**src/rtl/lsu_pkg.sv**
```systemverilog
`default_nettype none
// +-------------------------------------------------------------------------+
// | Module   : lsu_pkg                                                      |
// | Purpose  : Shared definitions for the load/store memory master:         |
// |            memop encodings, FSM state encoding, byte-enable and         |
// |            store-lane replication helpers.                              |
// | Revision : 1.0 - initial release                                        |
// +-------------------------------------------------------------------------+
package lsu_pkg;

  // RISC-V funct3 load/store width encodings
  localparam logic [2:0] MEMOP_B  = 3'b000;
  localparam logic [2:0] MEMOP_H  = 3'b001;
  localparam logic [2:0] MEMOP_W  = 3'b010;
  localparam logic [2:0] MEMOP_BU = 3'b100;
  localparam logic [2:0] MEMOP_HU = 3'b101;

  // FSM state encoding
  localparam int         ST_W    = 3;
  localparam logic [2:0] ST_IDLE = 3'd0;
  localparam logic [2:0] ST_REQ  = 3'd1;
  localparam logic [2:0] ST_RESP = 3'd2;
  localparam logic [2:0] ST_DONE = 3'd3;
  localparam logic [2:0] ST_ERR  = 3'd4;

  // Byte enables for a legal access; only the width bits of memop matter.
  function automatic logic [3:0] lsu_byte_en(input logic [2:0] memop,
                                             input logic [1:0] addr_lo);
    case (memop[1:0])
      2'b00:   return 4'b0001 << addr_lo;
      2'b01:   return addr_lo[1] ? 4'b1100 : 4'b0011;
      default: return 4'b1111;
    endcase
  endfunction

  // Replicate right-justified store data onto every lane it could occupy,
  // so the RAM picks the correct bytes purely from the byte enables.
  function automatic logic [31:0] lsu_wdata_rep(input logic [2:0]  memop,
                                                input logic [31:0] wdata);
    case (memop[1:0])
      2'b00:   return {4{wdata[7:0]}};
      2'b01:   return {2{wdata[15:0]}};
      default: return wdata;
    endcase
  endfunction

endpackage
`default_nettype wire

```
**src/rtl/lsu_load_align.sv**
```systemverilog
`default_nettype none
// +-------------------------------------------------------------------------+
// | Module   : lsu_load_align                                               |
// | Purpose  : Combinational load-data lane select with sign/zero extension.|
// | Ports    : i_memop   [2:0]  funct3 memop (bit 2 = unsigned)             |
// |            i_addr_lo [1:0]  byte offset within the word                 |
// |            i_rdata   [31:0] raw memory word                             |
// |            o_data    [31:0] right-justified, extended load result       |
// | Revision : 1.0 - initial release                                        |
// +-------------------------------------------------------------------------+
module lsu_load_align (
  input  logic [2:0]  i_memop,
  input  logic [1:0]  i_addr_lo,
  input  logic [31:0] i_rdata,
  output logic [31:0] o_data
);

  logic [7:0]  w_byte;
  logic [15:0] w_half;

  always_comb begin
    w_byte = i_rdata[{i_addr_lo, 3'b000} +: 8];
    w_half = i_addr_lo[1] ? i_rdata[31:16] : i_rdata[15:0];
    case (i_memop[1:0])
      2'b00:   o_data = i_memop[2] ? {24'b0, w_byte} : {{24{w_byte[7]}}, w_byte};
      2'b01:   o_data = i_memop[2] ? {16'b0, w_half} : {{16{w_half[15]}}, w_half};
      default: o_data = i_rdata;
    endcase
  end

endmodule
`default_nettype wire

```
**src/rtl/lsu_mem_master.sv**
```systemverilog
`default_nettype none
// +-------------------------------------------------------------------------+
// | Module   : lsu_mem_master                                               |
// | Purpose  : Load/store initiator between CPU execute stage and data RAM. |
// |            One byte-addressed access per request, issued to memory as a |
// |            word-addressed, byte-enabled req/gnt/rvalid transaction.     |
// | Ports    : CPU side : i_cpu_valid/o_cpu_ready handshake, i_cpu_we,      |
// |                       i_cpu_memop, i_cpu_addr, i_cpu_wdata;             |
// |                       o_cpu_rvalid pulse with o_cpu_rdata, o_cpu_err    |
// |            MEM side : o_mem_req/i_mem_gnt, o_mem_we, o_mem_addr,        |
// |                       o_mem_be, o_mem_wdata; i_mem_rvalid, i_mem_rdata  |
// | Config   : LSU_TIMEOUT_EN - abort REQ/RESP after TIMEOUT cycles         |
// | Revision : 1.0 - initial release                                        |
// +-------------------------------------------------------------------------+
module lsu_mem_master
  import lsu_pkg::*;
#(
  parameter int AW      = 10,
  parameter int TIMEOUT = 255
) (
  input  logic          clk,
  input  logic          rst_n,
  input  logic          i_cpu_valid,
  output logic          o_cpu_ready,
  input  logic          i_cpu_we,
  input  logic [2:0]    i_cpu_memop,
  input  logic [31:0]   i_cpu_addr,
  input  logic [31:0]   i_cpu_wdata,
  output logic          o_cpu_rvalid,
  output logic [31:0]   o_cpu_rdata,
  output logic          o_cpu_err,
  output logic          o_mem_req,
  input  logic          i_mem_gnt,
  output logic          o_mem_we,
  output logic [AW-1:0] o_mem_addr,
  output logic [3:0]    o_mem_be,
  output logic [31:0]   o_mem_wdata,
  input  logic          i_mem_rvalid,
  input  logic [31:0]   i_mem_rdata
);

  logic [ST_W-1:0] r_state;
  logic [ST_W-1:0] w_next;
  logic            w_accept;
  logic            w_err;
  logic            w_tmo;
  logic [31:0]     w_load_data;

  logic            r_we;
  logic [2:0]      r_memop;
  logic [1:0]      r_addr_lo;
  logic [AW-1:0]   r_mem_addr;
  logic [3:0]      r_be;
  logic [31:0]     r_wdata;
  logic [31:0]     r_rdata;

  assign w_accept = (r_state == ST_IDLE) && i_cpu_valid;

  // Illegal encodings, unsigned stores, misalignment, or outside the RAM.
  assign w_err = (i_cpu_memop == 3'b011) || (i_cpu_memop == 3'b110) ||
                 (i_cpu_memop == 3'b111) ||
                 (i_cpu_we && i_cpu_memop[2]) ||
                 ((i_cpu_memop[1:0] == 2'b01) && i_cpu_addr[0]) ||
                 ((i_cpu_memop[1:0] == 2'b10) && (i_cpu_addr[1:0] != 2'b00)) ||
                 (i_cpu_addr[31:AW+2] != '0);

`ifdef LSU_TIMEOUT_EN
  localparam int CW = (TIMEOUT < 2) ? 1 : $clog2(TIMEOUT);
  logic [CW-1:0] r_cnt;

  // r_cnt holds (cycles already spent in this wait state); on the
  // TIMEOUT-th cycle without a memory event the FSM aborts.
  assign w_tmo = (r_cnt == CW'(TIMEOUT - 1));

  always_ff @(posedge clk or negedge rst_n) begin
    if (!rst_n) begin
      r_cnt <= '0;
    end else if (w_next != r_state) begin
      r_cnt <= '0;
    end else if ((r_state == ST_REQ) || (r_state == ST_RESP)) begin
      r_cnt <= r_cnt + 1'b1;
    end
  end
`else
  assign w_tmo = 1'b0;
`endif

  // State register
  always_ff @(posedge clk or negedge rst_n) begin
    if (!rst_n) r_state <= ST_IDLE;
    else        r_state <= w_next;
  end

  // Next-state logic; a memory event always wins over a same-cycle timeout.
  always_comb begin
    w_next = r_state;
    case (r_state)
      ST_IDLE: if (i_cpu_valid)       w_next = w_err ? ST_ERR : ST_REQ;
      ST_REQ:  if (i_mem_gnt)         w_next = r_we ? ST_DONE : ST_RESP;
               else if (w_tmo)        w_next = ST_ERR;
      ST_RESP: if (i_mem_rvalid)      w_next = ST_DONE;
               else if (w_tmo)        w_next = ST_ERR;
      ST_DONE: w_next = ST_IDLE;
      ST_ERR:  w_next = ST_IDLE;
      default: w_next = ST_IDLE;
    endcase
  end

  // Outputs decoded from state only, so an async reset clears them at once.
  always_comb begin
    o_cpu_ready  = (r_state == ST_IDLE);
    o_mem_req    = (r_state == ST_REQ);
    o_cpu_rvalid = (r_state == ST_DONE) || (r_state == ST_ERR);
    o_cpu_err    = (r_state == ST_ERR);
    o_cpu_rdata  = (r_state == ST_DONE) ? r_rdata : 32'b0;
  end

  // Request fields latched at acceptance and held stable until grant.
  always_ff @(posedge clk or negedge rst_n) begin
    if (!rst_n) begin
      r_we       <= 1'b0;
      r_memop    <= 3'b0;
      r_addr_lo  <= 2'b0;
      r_mem_addr <= '0;
      r_be       <= 4'b0;
      r_wdata    <= 32'b0;
      r_rdata    <= 32'b0;
    end else if (w_accept) begin
      r_we       <= i_cpu_we;
      r_memop    <= i_cpu_memop;
      r_addr_lo  <= i_cpu_addr[1:0];
      r_mem_addr <= i_cpu_addr[AW+1:2];
      r_be       <= lsu_byte_en(i_cpu_memop, i_cpu_addr[1:0]);
      r_wdata    <= lsu_wdata_rep(i_cpu_memop, i_cpu_wdata);
      r_rdata    <= 32'b0;
    end else if ((r_state == ST_RESP) && i_mem_rvalid) begin
      r_rdata    <= w_load_data;
    end
  end

  lsu_load_align u_align (
    .i_memop   (r_memop),
    .i_addr_lo (r_addr_lo),
    .i_rdata   (i_mem_rdata),
    .o_data    (w_load_data)
  );

  assign o_mem_we    = r_we;
  assign o_mem_addr  = r_mem_addr;
  assign o_mem_be    = r_be;
  assign o_mem_wdata = r_wdata;

endmodule
`default_nettype wire

```
**config.mk**
```make
export PLATFORM = sky130hd
export DESIGN_NAME = lsu_mem_master
export DESIGN_NICKNAME = d
export VERILOG_FILES = /design/src/rtl/lsu_pkg.sv /design/src/rtl/lsu_load_align.sv /design/src/rtl/lsu_mem_master.sv
export SDC_FILE = /design/constraint.sdc
export NUM_CORES = 1
export LEC_CHECK = 0
export ABC_AREA = 1
export CORE_UTILIZATION = 47
export CTS_CLUSTER_DIAMETER = 100
export CTS_CLUSTER_SIZE = 10
export DETAILED_ROUTE_END_ITERATION = 7
export HOLD_SLACK_MARGIN = 0.05
export PLACE_DENSITY = 0.95
export SYNTH_ARGS = -nofsm -noshare
export SYNTH_HDL_FRONTEND = slang
export SYNTH_SLANG_ARGS = --single-unit
export TNS_END_PERCENT = 30
```
**constraint.sdc**
```tcl
create_clock -name clk -period 2.6 [get_ports clk]
set_clock_uncertainty 0.2 [all_clocks]
set_input_delay 0.78 -clock clk [delete_from_list [all_inputs] [get_ports clk]]
set_output_delay 0.78 -clock clk [all_outputs]
set_load 0.1 [all_outputs]
```
==> run summary <==
Top cell type's share of synthesized area - 0.468
Core box area - 9420 sq um
Total Power - 0.00918 W
Detail Route Antenna Nets - 0
Area growth syn-to-layout - 54.2%
Complex-gate fraction of the synthesized area - 0.149
Top post-synthesis cells by area - dfrtp_1 (47%), nand2_1 (15%), nor2_1 (7.5%)
Mapped Cells - 648
Final hold vios - 0
H-tree levels - 3
Status - completed
CP Class - flip-flop to output pin
Initial antenna violation count - 0
Power per cell area - 1280 nW/um^2
Critical path buffers and inverters - 3
Antenna diode count - 0
Pre-antenna DRT Iters - 5
Routability Congestion - 0.904
Sequential area share after synthesis - 0.468
Worst EP required - 1.62 ns
P_int - 0.00371 W
Reg clk slew, reported paths - 0.09 ns
CP dominant cell by count - buf_12
Psw - 0.00547 W
Worst-Margin Slew - 0.625 ns
Crit path DAT - 1.58 ns
Ys flop type - dfrtp_1
Dpl hpwl - 11200 um
Main combinational cell family by area after synthesis - simple AND/OR/NAND/NOR gates
Die area - 10300 sq um
Total congestion overflow - 0
Die height - 101 um
TritonCTS Buffers - 9
Hold buffer count at cts - 0
Syn_area_per_cell - 7.18 sq um
Commonest cells post-synth - nand2_1 (191), nor2_1 (93), dfrtp_1 (87)
Setup tns final - 0 ns
Final Setup Violations - 0
Worst hold path type - primary input to async pin
# port buffers - 187
F_max - 390 MHz
TritonCTS clock tree - built
Fin crit period - 2.56 ns
DRT iter0 DRCs - 269
Vias/cell - 5.24
Placed cell count - 941
Multiplexer area fraction after synthesis - 0
Sequential Power Share - 0.261
XOR/XNOR Fraction of Synth Area - 0
Post-synth ARST share - 1.00
Layout Cells excl Fill - 957
Initial Util - 0.494
Area share of fa/ha/maj cells after synthesis - 0
Worst vdd ir - 1440 uV
Wire per inst - 15.3 um
Setup ws final - 0.0377 ns
Crit end category - output pin
Layout Utilization - 0.762
Clock buffer depth - 2
Std cell rows - 35
Clk sink count - 87
Most numerous cell in the Yosys netlist - nand2_1
EDFF count, synth - 0
Cell Area, Synth - 4650 sq um
Share of power burned in combinational logic - 0.642
Clock Root Buffer - clkbuf_8
Reported leakage power - 3.38 nW
Total wire length - 14700 um
Dpl ws - 0.0244 ns
CP cell instances - inv_2 -> nand3_2 -> buf_12 -> nor2_2 -> buf_12
Max incr delay on CP - 0.43 ns
YS warnings - 0
R2R setup slack - 0.52 ns
Syn nets - 753
Gr usage total - 0.297
Startpoint Class - flip-flop
Via count - 5016
Switching share of power - 0.596
First-pass GRT wire length - 23700 um
Clock share of power - 0.097
Share of cells above drive strength 1 - 0.194
Dominant cell type by area after synthesis - dfrtp_1
Simple-Gate Fraction of Synth Area - 0.281
Setup Buffers After CTS - 0
Die Span X - 101 um
Period utilization - 0.985
Clock Latency Late Sink - 0.35 ns
Final Net Count - 928
Crit path max-delay family - buffers and inverters
Distinct cell type count of the synthesized netlist - 29
Max-cap violations - 0
Rel. slew slack - 0.583
Top-Level Pins - 188
RSZ-0062 raised after global routing - yes
Worst-path fanout max - 33
Critical path's slowest cell - dfrtp_1
Final Max Slew Viols - 0
# DRC - 0
Vias in the first global route - 5172
Pin count of the biggest net entering global routing - 66
Seq cells post-synth - 87
==> sequential cells by signal, indices dropped and copies added, names as in the netlist <==
name,count
o_mem_we,1
o_mem_wdata,32
r_addr_lo,2
r_rdata,32
r_state,3
r_memop,3
o_mem_addr,10
o_mem_be,4
==> per-layer routing <==
layer | global-route usage | share of wire
met1 | 0.331 | 0.37
met2 | 0.535 | 0.51
met3 | 0.0732 | 0.087
met4 | 0.133 | 0.035
met5 | 0 | 0
==> final cells by class <==
class	count	area (sq um)
fillers	604	2240
clock buffers	9	124
clock inverters	7	57.6
well taps	129	161
multi-input cells	447	2120
flip-flops and latches	87	2180
repair buffers	198	2230
inverters	80	300
==> power groups by stage <==
stage | combinational (W) | sequential (W) | clock [W]
finish | 0.00590 | 0.00240 | 0.000887
global placement | 0.00572 | 0.00236 | 0
global route | 0.00620 | 0.00245 | 0.000948
detailed placement | 0.00588 | 0.00239 | 0
floorplan | 0.00203 | 0.00477 | 0
CTS | 0.00590 | 0.00238 | 0.000894
==> worst paths after layout <==
check,startpoint,to,depth (start not counted)
setup / recovery,r_state[2],o_cpu_rdata[31],5
hold / removal,rst_n,r_state[1],1
setup reg to reg,r_addr_lo[1],r_rdata[19],9
hold reg to reg,r_rdata[23],r_rdata[23],2
max in group asynchronous,rst_n,r_rdata[12],2
min in group clk,r_rdata[23],r_rdata[23],2
==> worst reg2reg max path: stages (launching register included) <==
cell     delay (ns)
dfrtp_1        0.72
inv_1          0.17
nand2_1        0.10
nand2_1        0.07
nand2_1        0.11
o21ai_4        0.08
nand2_4        0.13
nand3_4        0.20
nand2_1        0.13
nand2_1        0.06
==> cell usage in the layout, fill, tap and decap left out, types with 2 or more instances in the layout <==
master,synthesis,routed
clkinvlp_4,0,2
nor2_4,1,8
nand3_4,2,2
a21oi_1,41,41
clkbuf_8,0,9
clkinv_4,0,2
o21ai_0,53,52
inv_2,6,7
nand2_1,191,191
dfrtp_1,87,87
nand2_2,3,3
buf_12,0,39
o211ai_1,2,2
o21ai_1,8,9
clkdlybuf4s50_1,0,103
buf_4,0,56
inv_1,74,73
or2_1,6,6
nand3_1,20,19
nor2_1,93,61
a2bb2oi_1,3,3
nor2_2,1,26
o21a_1,8,8
o22ai_1,8,8
==> per-stage QoR <==
stage          instance area (sq um)  hold slack, ns
6_report                        7170           0.196
3_3_place_gp                    6980           0.262
5_1_grt                         7170           0.232
3_5_place_dp                    6980           0.266
2_1_floorplan                   4760           0.249
4_1_cts                         7170           0.198
==> cell families after synthesis <==
logic type	Yosys count
AOI/OAI and AO/OA	126
buffers and inverters	114
DFF	87
and+or+nand+nor	321
==> repair_timing <==
action | in CTS | in global routing
setup endpoints to repair | 25 | 19
pin swaps | 0 | 0
gates resized for setup | 3 | 1
Note: power is estimated with default switching activity, not from simulation.
==> RTL change 1, RTL diff (same flow settings) <==
Build with the macro `LSU_TIMEOUT_EN` defined.
--- a/src/rtl/lsu_mem_master.sv
+++ b/src/rtl/lsu_mem_master.sv
@@ -12,6 +12,8 @@
 // | Config   : LSU_TIMEOUT_EN - abort REQ/RESP after TIMEOUT cycles         |
 // | Revision : 1.0 - initial release                                        |
 // +-------------------------------------------------------------------------+
+`define LSU_TIMEOUT_EN
+
 module lsu_mem_master
   import lsu_pkg::*;
 #(
Function: same outputs for any inputs over 10 cycles, from zero or initial values and one cycle with rst_n low; that may be too few to reach the edited logic, so the function may still have changed.
==> RTL change 1 against the unedited design <==
  * Global-route usage shrank 0.98 points
  * Worst setup slack lost 8.6 ps
  * Via count grew 8.3%
  * Area after synthesis grew 8.7%
  * Routed wire length grew 11%
  * Critical path depth is the same
  * Count of clock-buffer cells in the layout is the same
  * Sequential cell count grew 8
  * Final area grew 10%
  * Final cell count grew 8.0%
  * Power grew 8.5%
  * Die area grew 8.5%
  * Critical path type unchanged
  * Critical endpoint is now o_cpu_rdata[17]
  * Largest cell class is now multi-input combinational cells
  * Largest power group unchanged
  * Highest routed layer unchanged
==> RTL change 1: results (changes against the unedited design) <==
metric,value,unit,change
status,"complete, no violations",,
synth_commonest_cells,"nand2_1, nor2_1, dfrtp_1",,
ys_types,29,,unchanged
grt_max_degree,58,,-12%
swShare,0.582,,-0.0137
slew_headroom,0.626,,+0.0424
drt_iter0_markers,400,,+49%
antenna_found_initial,0,,unchanged
arrival,1590,ps,
synth_nets,810,,+7.6%
numPortBuffers,187,,unchanged
ir_drop,1060,µV,-26%
hold_path.class,in -> async,,
first_pass_iters,7,,+2
clk_path_buf_depth,2,,unchanged
synthArstFlopShare,1.00,,unchanged
rows,37,,+5.7%
cts_inserted_buffers,9,,unchanged
netlist_top_cells_area,"dfrtp_1, nand2_1, nor2_1",,
place_ws,-19.0,ps,-43.4 ps
dr_total_vias,5431,,+8.3%
ant_nets,0,,unchanged
root_buffer,clkbuf_8,,
leakage,3.80,nW,+12%
cts.clk_slew.worst_paths,100,ps,
post-dp-hpwl,11.6,mm,+3.6%
drt-total-wl,16.3,mm,+11%
final_nets,1000,,+7.8%
fillers,704,,+17%
antennaDiodeCount,0,,unchanged
grt.total_usage,0.287,,-0.00984
crit_fanout,8,,-76%
clk_latency,360,ps,
ys.warnings.count,0,,unchanged
grt_first_pass_wirelength,25.4,mm,+6.9%
gp_congestion,0.845,,-6.5%
cts_max_level,3,,unchanged
ys_seq_area_frac,0.470,,+0.00229
drive_gt1_frac,0.196,,+0.00155
RTL change 1: power groups by stage:
stage / combinational, mW / sequential [mW] / clock (mW)
finish: 6.41 / 2.44 / 1.11
global placement: 6.07 / 2.42 / 0
floorplan: 2.20 / 4.88 / 0
global route: 6.76 / 2.50 / 1.19
CTS: 6.24 / 2.42 / 1.11
detailed placement: 6.20 / 2.44 / 0
RTL change 1: final timing paths:
check / depth (start not counted) / from / slack [ps] / end
worst max-delay path: 5 / r_state[2]$_DFF_PN0_ / 30 / o_cpu_rdata[17]
worst min-delay path: 1 / rst_n / 160 / o_mem_wdata[16]$_DFFE_PN0P_
worst max register to register: 10 / r_state[2]$_DFF_PN0_ / 410 / o_mem_wdata[21]$_DFFE_PN0P_
worst min register to register: 2 / o_mem_wdata[19]$_DFFE_PN0P_ / 290 / o_mem_wdata[19]$_DFFE_PN0P_
max in group asynchronous: 2 / rst_n / 1480 / r_rdata[1]$_DFFE_PN0P_
min in group clk: 2 / o_mem_wdata[19]$_DFFE_PN0P_ / 290 / o_mem_wdata[19]$_DFFE_PN0P_
RTL change 1: kinds of logic (layout without fill, tap and decap cells):
family                     Yosys count  in the layout  share of synthesized area
and+or+nand+nor                    409            409                      0.324
buffers and inverters               96            291                     0.0812
DFF                                 95             95                      0.470
AOI/OAI and AO/OA                   87             87                     0.0938
xor gates and xnor gates             7              7                     0.0121
muxes                                7              7                     0.0139
adders and majority gates            2              2                    0.00495
RTL change 1: per-stage QoR:
step           cells  cell area (µm²)  setup TNS (ps)
2_1_floorplan    703             5160           -8070
3_3_place_gp    1012             7450               0
3_5_place_dp    1012             7450           -74.1
4_1_cts         1029             7700            -166
5_1_grt         1034             7910            -422
6_report        1034             7910               0
RTL change 1: timing repair:
item                       CTS  global route
pin swaps                    0             1
buffers inserted             1             2
setup endpoints to repair   33            34
gates cloned                 0             3
gates resized for setup      6            28
RTL change 1: cell type report:
type | count | area, µm² | share of cell area
clock inverter | 7 | 103 | 0.0130
sequential | 95 | 2380 | 0.301
clock buffer | 9 | 124 | 0.0157
inverter | 64 | 245 | 0.0310
timing repair buffer | 211 | 2360 | 0.298
multi-input combinational | 512 | 2530 | 0.320
tap | 136 | 170 | 0.0215
RTL change 1: per-layer routing:
metal / global-route usage / wire length (µm)
met4: 0.0823 / 369
met2: 0.499 / 8380
met1: 0.348 / 6080
met5: 0 / 0
met3: 0.0773 / 1450
RTL change 1: critical path, stage by stage, from the launching register on:
cell and delay [ps]:
dfrtp_2 470, nor2_4 130, nand2_4 110, clkbuf_16 220
nor2_4 120, buf_12 180
==> RTL change 2, RTL diff (same flow settings) <==
Made on the original files. Put a register stage on the output `o_cpu_err`, cleared by the reset. The value now appears one clock later. The other outputs are not delayed to match.
--- a/src/rtl/lsu_mem_master.sv
+++ b/src/rtl/lsu_mem_master.sv
@@ -38,6 +38,8 @@
   input  logic          i_mem_rvalid,
   input  logic [31:0]   i_mem_rdata
 );
+
+  logic o_cpu_err_d;
 
   logic [ST_W-1:0] r_state;
   logic [ST_W-1:0] w_next;
@@ -111,7 +113,7 @@
     o_cpu_ready  = (r_state == ST_IDLE);
     o_mem_req    = (r_state == ST_REQ);
     o_cpu_rvalid = (r_state == ST_DONE) || (r_state == ST_ERR);
-    o_cpu_err    = (r_state == ST_ERR);
+    o_cpu_err_d  = (r_state == ST_ERR);
     o_cpu_rdata  = (r_state == ST_DONE) ? r_rdata : 32'b0;
   end
 
@@ -150,6 +152,14 @@
   assign o_mem_be    = r_be;
   assign o_mem_wdata = r_wdata;
 
+  always_ff @(posedge clk or negedge rst_n) begin
+    if (!rst_n) begin
+      o_cpu_err <= '0;
+    end else begin
+      o_cpu_err <= o_cpu_err_d;
+    end
+  end
+
 endmodule
 `default_nettype wire
 
Check against the original RTL: not equivalent (a bounded check fails within 4 cycles, from zero or initial values and one cycle with rst_n low).
==> RTL change 2 against the unedited design <==
  * First-iteration DRC count up 16%
  * Sequential cell count up 1
  * Count of clock-buffer cells in the layout unchanged
  * Worst setup slack better by 8.1 ps
  * Area after synthesis up 0.54%
  * Clock power up 5.4%
  * Largest cell class unchanged
  * Routed wire length down 1.5%
  * Final area up 1.6%
  * Power up 0.67%
  * Register-to-register slack better by 60 ps
  * Highest routed layer unchanged
==> RTL change 2: results (changes against the unedited design) <==
metric,value,unit,change
r2r_slack,580,ps,+60 ps
drt_iter0_markers,311,,+16%
timing.rr.end,r_rdata[21]$_DFFE_PN0P_,,
gp_congestion,0.848,,-6.2%
status,"complete, no violations",,
slew_headroom,0.523,,-0.0605
buffer_area_frac,0.311,,about the same
nNonClkBuffers,203,,+2.5%
wl_per_cell,14.9,µm,-2.6%
grt.total_usage,0.287,,-0.0102
ir_drop,1080,µV,-25%
cts_sinks,88,,+1.1%
avgSynthCellArea,7.20,µm²,+0.38%
grt_max_degree,38,,-42%
grt_pass1_vias,4830,,-6.6%
multi_input_area,0.00216,mm²,+2.0%
placed_cells,948,,+0.74%
met3_usage,0.0663,,-0.00690
grt_util_met1,0.343,,+0.0122
postSynthCellCount,649,,+0.15%
regArea,0.00220,mm²,+1.1%
netlist_top_cells_area,"dfrtp_1, nand2_1, nor2_1",,
drive_gt1_frac,0.199,,+0.00460
synth-compound-area-share,0.149,,-0.000799
power.internal,3.74,mW,+0.81%
post-dp-hpwl,10.4,mm,-6.5%
fin_crit_sh,0.982,,-0.00312
grtUsageMet2,0.502,,-0.0338
synth_nets,754,,+0.13%
final_nets,934,,+0.65%
place_area,0.00700,mm²,+0.29%
crit_path_end,o_cpu_rdata[1],,
cts.clk_slew.worst_paths,110,ps,+20 ps
crit_fanout,8,,-76%
clkCellAreaFrac,0.0261,,+0.000802
synth_commonest_cells,"nand2_1, nor2_1, dfrtp_1",,
-- RTL change 2: worst min path at each step --
stage               depth (start not counted)                     endpoint  slack [ps]                    start
floorplan                                   2      r_rdata[15]$_DFFE_PN0P_         250  r_rdata[15]$_DFFE_PN0P_
global placement                            2      r_rdata[10]$_DFFE_PN0P_         260  r_rdata[10]$_DFFE_PN0P_
detailed placement                          2      r_rdata[17]$_DFFE_PN0P_         270  r_rdata[17]$_DFFE_PN0P_
CTS                                         1  o_mem_wdata[23]$_DFFE_PN0P_         140                    rst_n
global route                                1  o_mem_wdata[22]$_DFFE_PN0P_         140                    rst_n
finish                                      1  o_mem_wdata[22]$_DFFE_PN0P_         130                    rst_n
-- RTL change 2: per-layer routing --
layer  share of wire  vias up
met4           0.029        0
met1            0.37     2257
met3           0.096       47
met2            0.51      280
met5               0        -
li1                -     2378
-- RTL change 2: cells by family (layout without fill, tap and decap cells) --
group	Yosys count	in the layout
simple gates	321	321
compound gates	126	126
flops	88	88
buf+inv	114	299
